<file path="src/rtl/simon_seq_ctrl_if.sv">
// simon_seq_ctrl_if: game-control and display bus between the Simon sequencer and its surroundings.
// The master side drives start/symbol/button inputs; the slave side (the sequencer) drives display and status.
interface simon_seq_ctrl_if #(
    parameter int unsigned DEPTH  = 8,
    parameter int unsigned CODE_W = 5
);
    logic                       start;
    logic [CODE_W-1:0]          sym_in;
    logic                       btn_valid;
    logic [CODE_W-1:0]          btn_code;
    logic [DEPTH*CODE_W-1:0]    seq;
    logic [3:0]                 level;
    logic                       accept;
    logic                       win;
    logic                       lose;

    modport master (
        output start, sym_in, btn_valid, btn_code,
        input  seq, level, accept, win, lose
    );

    modport slave (
        input  start, sym_in, btn_valid, btn_code,
        output seq, level, accept, win, lose
    );
endinterface

</file>
<file path="src/rtl/simon_seq_ctrl.sv">
// simon_seq_ctrl: Simon Says sequencer - grows a symbol pattern, plays it back, checks player presses.
// Define SIMON_TIMEOUT_EN to make an idle INPUT phase expire into LOSE after TIMEOUT_TICKS cycles.
module simon_seq_ctrl #(
    parameter int unsigned       DEPTH         = 8,
    parameter int unsigned       CODE_W        = 5,
    parameter int unsigned       SHOW_TICKS    = 50,
    parameter int unsigned       GAP_TICKS     = 10,
    parameter logic [CODE_W-1:0] BLANK         = '0,
    parameter int unsigned       TIMEOUT_TICKS = 500
) (
    input  logic            clk,
    input  logic            reset,
    simon_seq_ctrl_if.slave bus
);
    localparam int unsigned LVL_W     = 4;
    localparam int unsigned PLAY_MAX  = (SHOW_TICKS > GAP_TICKS) ? SHOW_TICKS : GAP_TICKS;
    localparam int unsigned TICK_MAX  = (PLAY_MAX > TIMEOUT_TICKS) ? PLAY_MAX : TIMEOUT_TICKS;
    localparam int unsigned TICK_W    = $clog2(TICK_MAX + 1);

    typedef enum logic [2:0] {
        IDLE,
        ADD,
        SHOW,
        GAP,
        INPUT,
        WIN,
        LOSE
    } state_t;

    state_t                         state, state_n;
    logic [DEPTH-1:0][CODE_W-1:0]   mem, mem_n;
    logic [LVL_W-1:0]               level, level_n;
    logic [LVL_W-1:0]               idx, idx_n;
    logic [TICK_W-1:0]              tick, tick_n;

    logic [DEPTH-1:0][CODE_W-1:0]   seq_q, seq_n;
    logic                           accept_q, accept_n;
    logic                           win_q, win_n;
    logic                           lose_q, lose_n;

    logic [CODE_W-1:0]              cur_sym;
    logic                           last_slot;

    // State, pattern and registered display/status outputs.
    always_ff @(posedge clk or posedge reset) begin
        if (reset) begin
            state    <= IDLE;
            mem      <= {DEPTH{BLANK}};
            level    <= '0;
            idx      <= '0;
            tick     <= '0;
            seq_q    <= {DEPTH{BLANK}};
            accept_q <= 1'b0;
            win_q    <= 1'b0;
            lose_q   <= 1'b0;
        end else begin
            state    <= state_n;
            mem      <= mem_n;
            level    <= level_n;
            idx      <= idx_n;
            tick     <= tick_n;
            seq_q    <= seq_n;
            accept_q <= accept_n;
            win_q    <= win_n;
            lose_q   <= lose_n;
        end
    end

    // Symbol at the current index and whether it is the last one of the pattern.
    always_comb begin
        cur_sym = BLANK;
        for (int unsigned i = 0; i < DEPTH; i++) begin
            if (LVL_W'(i) == idx) begin
                cur_sym = mem[i];
            end
        end
        last_slot = ((idx + LVL_W'(1)) == level);
    end

    // Next-state logic; start overrides everything, including a same-cycle press.
    always_comb begin
        state_n = state;
        mem_n   = mem;
        level_n = level;
        idx_n   = idx;
        tick_n  = tick;

        if (bus.start) begin
            mem_n   = {DEPTH{BLANK}};
            level_n = '0;
            idx_n   = '0;
            tick_n  = '0;
            state_n = ADD;
        end else begin
            case (state)
                ADD: begin
                    for (int unsigned i = 0; i < DEPTH; i++) begin
                        if (LVL_W'(i) == level) begin
                            mem_n[i] = bus.sym_in;
                        end
                    end
                    level_n = level + LVL_W'(1);
                    idx_n   = '0;
                    tick_n  = '0;
                    state_n = SHOW;
                end
                SHOW: begin
                    if (tick == TICK_W'(SHOW_TICKS - 1)) begin
                        tick_n  = '0;
                        state_n = GAP;
                    end else begin
                        tick_n = tick + TICK_W'(1);
                    end
                end
                GAP: begin
                    if (tick == TICK_W'(GAP_TICKS - 1)) begin
                        tick_n = '0;
                        if (last_slot) begin
                            idx_n   = '0;
                            state_n = INPUT;
                        end else begin
                            idx_n   = idx + LVL_W'(1);
                            state_n = SHOW;
                        end
                    end else begin
                        tick_n = tick + TICK_W'(1);
                    end
                end
                INPUT: begin
                    if (bus.btn_valid) begin
                        if (bus.btn_code == cur_sym) begin
                            idx_n  = idx + LVL_W'(1);
                            tick_n = '0;
                            if (last_slot) begin
                                state_n = (level == LVL_W'(DEPTH)) ? WIN : ADD;
                            end
                        end else begin
                            state_n = LOSE;
                        end
                    end
`ifdef SIMON_TIMEOUT_EN
                    else if (tick == TICK_W'(TIMEOUT_TICKS - 1)) begin
                        state_n = LOSE;
                    end else begin
                        tick_n = tick + TICK_W'(1);
                    end
`else
                    else begin
                        tick_n = '0;
                    end
`endif
                end
                IDLE, WIN, LOSE: begin
                    state_n = state;
                end
                default: begin
                    state_n = IDLE;
                end
            endcase
        end
    end

    // Display/status decode of the upcoming state so the registered outputs track it exactly.
    always_comb begin
        seq_n    = {DEPTH{BLANK}};
        accept_n = (state_n == INPUT);
        win_n    = (state_n == WIN);
        lose_n   = (state_n == LOSE);
        for (int unsigned i = 0; i < DEPTH; i++) begin
            case (state_n)
                SHOW: begin
                    if (LVL_W'(i) == idx_n) begin
                        seq_n[i] = mem_n[i];
                    end
                end
                INPUT: begin
                    if (LVL_W'(i) < idx_n) begin
                        seq_n[i] = mem_n[i];
                    end
                end
                WIN, LOSE: begin
                    seq_n[i] = mem_n[i];
                end
                default: begin
                    seq_n[i] = BLANK;
                end
            endcase
        end
    end

    assign bus.seq    = seq_q;
    assign bus.level  = level;
    assign bus.accept = accept_q;
    assign bus.win    = win_q;
    assign bus.lose   = lose_q;

endmodule
</file>
<file path="src/flat_wrapper.sv">
// flat-port wrapper written by rule: the top's interface ports become plain ports
module simon_seq_ctrl_flat 
#(
    parameter int unsigned       DEPTH         = 8,
    parameter int unsigned       CODE_W        = 5,
    parameter int unsigned       SHOW_TICKS    = 50,
    parameter int unsigned       GAP_TICKS     = 10,
    parameter logic [CODE_W-1:0] BLANK         = '0,
    parameter int unsigned       TIMEOUT_TICKS = 500
)
  (clk, reset, bus_start, bus_sym_in, bus_btn_valid, bus_btn_code, bus_seq, bus_level, bus_accept, bus_win, bus_lose);
  simon_seq_ctrl_if #(.DEPTH(DEPTH), .CODE_W(CODE_W)) bus_i ();
  input  logic clk;
  input  logic reset;
  input wire logic [$bits(bus_i.start)-1:0] bus_start;
  input wire logic [$bits(bus_i.sym_in)-1:0] bus_sym_in;
  input wire logic [$bits(bus_i.btn_valid)-1:0] bus_btn_valid;
  input wire logic [$bits(bus_i.btn_code)-1:0] bus_btn_code;
  output wire logic [$bits(bus_i.seq)-1:0] bus_seq;
  output wire logic [$bits(bus_i.level)-1:0] bus_level;
  output wire logic [$bits(bus_i.accept)-1:0] bus_accept;
  output wire logic [$bits(bus_i.win)-1:0] bus_win;
  output wire logic [$bits(bus_i.lose)-1:0] bus_lose;
  assign bus_i.start = bus_start;
  assign bus_i.sym_in = bus_sym_in;
  assign bus_i.btn_valid = bus_btn_valid;
  assign bus_i.btn_code = bus_btn_code;
  assign bus_seq = bus_i.seq;
  assign bus_level = bus_i.level;
  assign bus_accept = bus_i.accept;
  assign bus_win = bus_i.win;
  assign bus_lose = bus_i.lose;
  simon_seq_ctrl #(.DEPTH(DEPTH), .CODE_W(CODE_W), .SHOW_TICKS(SHOW_TICKS), .GAP_TICKS(GAP_TICKS), .BLANK(BLANK), .TIMEOUT_TICKS(TIMEOUT_TICKS)) u_core (.clk(clk), .reset(reset), .bus(bus_i));
endmodule
</file>
<file path="config.mk">
export PLATFORM = sky130hd
export DESIGN_NAME = simon_seq_ctrl_flat
export DESIGN_NICKNAME = d
export VERILOG_FILES = /design/src/rtl/simon_seq_ctrl_if.sv /design/src/rtl/simon_seq_ctrl.sv /design/src/flat_wrapper.sv
export SDC_FILE = /design/constraint.sdc
export NUM_CORES = 1
export LEC_CHECK = 0
export ABC_AREA = 1
export CORE_MARGIN = 5
export CORE_UTILIZATION = 50
export DETAILED_ROUTE_END_ITERATION = 10
export GPL_TIMING_DRIVEN = 0
export PLACE_DENSITY = 0.73
export SLEW_MARGIN = 10
export SYNTH_ARGS = -nofsm -noshare
export SYNTH_HDL_FRONTEND = slang
export SYNTH_SLANG_ARGS = --single-unit
</file>
<file path="constraint.sdc">
create_clock -name clk -period 2.9 [get_ports clk]
set_clock_uncertainty 0.1 [all_clocks]
set_input_delay 0.29 -clock clk [delete_from_list [all_inputs] [get_ports clk]]
set_output_delay 0.29 -clock clk [all_outputs]
set_load 0.02 [all_outputs]
</file>
==> results of run 1 <==
-- per-layer routing --
| metal | part of all wire, % | track usage, % | vias up |
|---|---|---|---|
| met3 | 7.5 | 5.907 | 48 |
| met5 | 0 | 0 | - |
| met1 | 42 | 35.07 | 2768 |
| met4 | 3.4 | 10.83 | 0 |
| met2 | 48 | 42.03 | 248 |
| li1 | - | - | 2632 |
-- final cells by class --
class,instances,area (um2)
fill,815,3231
sequential,103,2580
inverter,109,425.4
multi-input combinational,506,3095
clock buffer,14,274.0
clock inverter,2,37.54
tap,140,175.2
buffer,18,131.4
timing repair buffer,104,1033
-- critical path, delay by kind of cell (launching register included) --
family	cells	cell delay, ns
AOI/OAI and AO/OA	2	0.33
adders and majority gates	1	0.21
buffers and inverters	5	0.66
DFF	1	0.49
and+or+nand+nor	17	1.35
-- power by group through the flow --
stage	logic, mW	clock network, mW	registers (mW)
4_1_cts	0.692	1.30	1.51
6_report	0.788	1.28	1.52
3_3_place_gp	0.545	0	1.54
5_1_grt	0.853	1.36	1.52
3_5_place_dp	0.572	0	1.54
2_1_floorplan	0.381	0	1.54
-- registers in the layout, summed over array words and instances (netlist names), 3 cells and up --
register          count
u_core.mem           40
u_core.tick           9
u_core.state          3
u_core.idx            4
u_core.bus.seq       40
u_core.bus.level      4
-- final timing paths --
path	to	slack (ns)	cells past startpoint
worst max-delay path	u_core.bus.seq[36]	-0.33	25
worst min-delay path	u_core.bus.seq[31]	0.34	2
worst max register to register	u_core.bus.seq[36]	-0.33	25
worst min register to register	u_core.tick[4]	0.41	2
max in group asynchronous	u_core.idx[3]	1.69	3
min in group clk	u_core.tick[4]	0.41	2
-- stage by stage --
step                      cells  setup slack [ns]  setup TNS [ns]  utilization [%]
final                       996           -0.3301          -13.28            70.59
after global placement      936           -0.6447          -26.94            58.64
after detailed placement    938           -0.7582          -31.42            59.00
after floorplan             736           0.07768               0                -
after global routing        996           -0.5210          -22.44            70.59
after CTS                   985           -0.1772          -6.316            67.29
-- cells by family (layout without fill, tap and decap cells) --
kind of cell             Yosys count  count (layout)  synth area share, %
buffers and inverters            127             247                9.063
XOR/XNOR                           8               8                1.238
AND/OR/NAND/NOR                  368             368                30.31
AO/OA/AOI/OAI                    120             120                11.65
adder cells (fa/ha/maj)           10              10                2.210
flip-flops                       103             103                45.53
-- cell usage in the layout (no fill, tap or decap), drive strengths merged, types with 4 or more instances in the layout --
cell type / count
a21boi: 5
a21oi: 45
buf: 54
clkbuf: 22
clkdlybuf4s50: 60
clkinv: 4
dfrtp: 103
ha: 10
inv: 104
nand2: 150
nand3: 110
nand4: 23
nor2: 67
nor3: 11
o21ai: 65
or2: 5
xor2: 6
-- repair_timing --
action | in CTS | in global routing
buffers inserted | 30 | 10
resized for setup | 101 | 61
pin swaps | 33 | 44
cloned | 1 | 2
endpoints found under the setup margin | 57 | 59
==> results.toml, run 1 <==
[detailed_routing]
postRouteWirelength_um = 17630
vias_per_cell = 5.719
routedWlPerCell_um = 17.70
drc = 1
drtPass1Iterations = 8
ant_nets = 0
drtIter0Drc = 519
via_count = 5696

[synthesis]
ys_types = 38
synthTopCellsByArea = "dfrtp_1, nand2_1, nand3_1, inv_1, o21ai_0"
postSynthCellCount = 736
synth_top_area_share_pct = 45.53
synthesis.area_um2 = 5660
syn_avg_cell_area_um2 = 7.691
seq_area_frac_synth_pct = 45.53
postSynth.asyncResetShare_pct = 100.0
yosys-top-cells-count = "nand2_1, nand3_1, dfrtp_1, inv_1, o21ai_0"
synth_flop_cell = "dfrtp_1"
synth_area_leader_cell = "dfrtp_1"
synth_most_common_cell = "nand2_1"
yosysWarnings = 0
synth_edf_count = 0
synth.net_count = 760
postSynthRegisterBits = 103

[finish]
area_growth_pct = 36.96
diodes = 0
fin_area_um2 = 7752
layout-drive-gt1-share_pct = 23.95
final_nets = 875

[timing]
fin_crit_ns = 3.230
worstMarginPinSlew_ns = 0.9617
layout_setup_ws_ns = -0.3301
hold_ws_ns = 0.3411
min_period_over_period_pct = 111.4
rsz0062_at_grt = "true"
fmax_mhz = 309.6
setup_viol = 50
finalHoldViolCount = 0
max_slew_margin_pct = 35.39
slew_violations = 0

[clocking]
cts_buffer_depth = 2
htreeDepth = 3
cts_root_buffer = "clkbuf_16"
cts_tree = "built"
clkSlewWorstSetupHoldPaths_ns = 0.07
clk_latency_ns = 0.35
clock_sinks = 103
numCtsBuffers = 9
cts_hold_buf = 0

[pwr]
powerDensity_nw_per_um2 = 461.8
power_frac_seq_pct = 42.3
leakage_nw = 3.676
p_int_mw = 2.495
clock_power_share_pct = 35.6
switching_share_pct = 30.29
pwr-share-comb_pct = 22.0
p_total_mw = 3.580
irDropWorstVdd_uv = 310.0
power.switching_mw = 1.084

[worst_setup_path]
cp_max_fo = 5
crit_start = "u_core.idx[0]"
cp_slowest_stage_delay_ns = 0.49
worstReg2RegStart = "u_core.idx[0]"
start_kind = "flop"
crit_path_end_kind = "flop"
cp.required_ns = 3.08
slowest_stage = "dfrtp_2"
cp.arrival_ns = 3.41
crit_top_cell = "nand3_2"
crit_type = "flop to flop"

[placed_design]
place_area_um2 = 6480
place_hpwl_um = 12190
portBuffers = 60
place.gp.congestion = 0.9211

[floorplan]
die_h_um = 116.4
ios = 61
start_util_pct = 51.54
rows = 38
die_area_um2 = 13550
die_x_um = 116.4
coreArea_um2 = 10980

[global_routing]
grt_use_total_pct = 26.41
grt_pass1_vias = 5429
gr-total-overflow = 0
grt_max_degree = 39
grt_pass1_wl_um = 27490
antenna_found_initial = 0

[job]
maxCapViolCount = 0

[outcome]
violations = "design-rule violations, negative setup slack"
status = "finished with violations"

[worst_hold_path]
hold_class = "input port to async pin"
Note: power is estimated with default switching activity, not from simulation.
==> inputs of run 2 (changes only) <==
--- a/config.mk
+++ b/config.mk
@@ -6,8 +6,8 @@
 export NUM_CORES = 1
 export LEC_CHECK = 0
 export ABC_AREA = 1
-export CORE_MARGIN = 5
 export CORE_UTILIZATION = 50
+export CTS_BUF_LIST = sky130_fd_sc_hd__clkbuf_2 sky130_fd_sc_hd__clkbuf_4 sky130_fd_sc_hd__clkbuf_8
 export DETAILED_ROUTE_END_ITERATION = 10
 export GPL_TIMING_DRIVEN = 0
 export PLACE_DENSITY = 0.73
==> constraint.sdc (replaced) <==
create_clock -name clk -period 2.9 [get_ports clk]
set_clock_uncertainty 0.1 [all_clocks]
set_input_delay 0.29 -clock clk [delete_from_list [all_inputs] [get_ports clk]]
set_output_delay 0.29 -clock clk [all_outputs]
set_load 0.1 [all_outputs]
==> results.toml, run 2 (same netlist as run 1, synthesis figures left out) <==
[placed_design]
portBuffers = 60
place_hpwl_um = 12090
place_inst = 938
place_ws_ns = -0.7765
place.gp.congestion = 0.9329

[finish]
final_common_cell = "dfrtp_1"
layout-drive-gt1-share_pct = 27.51
final_util_pct = 70.95
stdcell_count = 998
final_nets = 877
area_growth_pct = 37.07
fillCellCount = 882
ff_latch_area_um2 = 2581
layout_common_cells = "dfrtp_1, nand2_1, inv_1"
multi_input_area_um2 = 3178
diodes = 0

[detailed_routing]
drtPass1Iterations = 5
routedWlPerCell_um = 17.55
vias_per_cell = 5.675
via_count = 5664
drc = 0
ant_nets = 0
drtIter0Drc = 448
postRouteWirelength_um = 17510

[floorplan]
coreArea_um2 = 10940
die_h_um = 108.4
ios = 61
start_util_pct = 51.76
die_x_um = 108.4
rows = 38
die_area_um2 = 11750

[timing]
setup_viol = 49
max_slew_margin_pct = 14.91
finalHoldViolCount = 0
tns_ns = -14.46
slew_violations = 0
min_period_over_period_pct = 112.3
fin_crit_ns = 3.256
fmax_mhz = 307.1
worstMarginPinSlew_ns = 1.267
rsz0062_at_grt = "true"
layout_setup_ws_ns = -0.3564

[clocking]
clock_sinks = 103
cts_tree = "built"
cts_hold_buf = 0
clkSlewWorstSetupHoldPaths_ns = 0.10
htreeDepth = 3
cts_buffer_depth = 2
numCtsBuffers = 9
clk_latency_ns = 0.39
cts_root_buffer = "clkbuf_8"

[global_routing]
antenna_found_initial = 0
grt_busiest_layer = "met2"
grt_max_degree = 39
grt_pass1_vias = 5399
grt_pass1_wl_um = 27190
met1_usage_pct = 41.34
use_met2_pct = 50.36
gr-total-overflow = 0
grtUsageMet3_pct = 3.556
grt_use_total_pct = 30.86

[worst_setup_path]
cp.required_ns = 3.11
crit_path_end_kind = "flop"
cp_max_fo = 10
start_kind = "flop"
cp.arrival_ns = 3.47
crit_type = "flop to flop"

[outcome]
status = "finished with violations"
violations = "negative setup slack"

[pwr]
irDropWorstVdd_uv = 287.3
powerDensity_nw_per_um2 = 430.6
leakage_nw = 3.674

[worst_hold_path]
hold_class = "input port to async pin"

[job]
maxCapViolCount = 0
==> run 2: cell types whose count changed in the layout (fill, tap and decap cells not counted), sizes merged <==
cell	delta
nand3	+1
clkbuf	-4
clkinvlp	-1
clkinv	+3
buf	+1
inv	+1
bufinv	+1
==> run 2: power by group <==
| part | leakage, nW | internal, mW | switching, mW |
|---|---|---|---|
| combinational | 2.14 | 0.264 | 0.554 |
| sequential | 1.42 | 1.48 | 0.0370 |
| clock | 0.114 | 0.495 | 0.514 |
==> run 2: layer usage <==
layer  wire [um]  part of all wire, %  up-vias
met2        8325                   48      264
li1            -                    -     2637
met4         597                  3.4        0
met5           0                    0        -
met1        7556                   43     2720
met3        1035                  5.9       43
==> run 2: layout make-up <==
type                       instances  area share (%)
multi-input combinational        507           40.96
sequential                       103           33.27
timing repair buffer             105           13.63
inverter                         109           5.483
tap                              140           2.258
clock buffer                      10           1.693
buffer                            18           1.629
clock inverter                     6           1.080
==> run 2: path summary, 6_finish.rpt <==
kind                            slack, ns  cells after the start                start                   to
worst max-delay path                -0.36                     11      u_core.state[1]    u_core.bus.seq[2]
worst min-delay path                 0.25                      2                reset   u_core.bus.seq[34]
worst max register to register      -0.36                     11      u_core.state[1]    u_core.bus.seq[2]
worst min register to register       0.43                      1  u_core.bus.level[2]  u_core.bus.level[2]
max in group asynchronous            1.81                      3                reset  u_core.bus.level[2]
min in group clk                     0.43                      1  u_core.bus.level[2]  u_core.bus.level[2]
==> run 2: through the flow <==
| stage | total power [mW] | instance area [um2] | hold WS, ns |
|---|---|---|---|
| finish | 3.341 | 7759 | 0.2474 |
| detailed placement | 2.158 | 6481 | 0.4126 |
| floorplan | 1.969 | 5665 | 0.2569 |
| global route | 3.480 | 7759 | 0.3055 |
| CTS | 3.277 | 7338 | 0.2541 |
| global placement | 2.137 | 6441 | 0.3893 |
==> run 2: repair_timing <==
item | CTS | global route
setup endpoints to repair | 57 | 59
hold endpoints to repair | 0 | 0
gates resized for setup | 117 | 71
cloned | 3 | 3
buffers inserted | 24 | 14
pin swaps | 40 | 61
==> run 2: worst max-delay path, cell delays in order (launching register included) <==
cell and delay, ns:
dfrtp_1 0.43, nor3_1 1.01, inv_1 0.16, nor2_1 0.26
nand2_4 0.09, a21oi_2 0.17, nand2_2 0.12, nor2_4 0.17
buf_4 0.17, buf_2 0.23, nand3_1 0.14, nand3_2 0.12
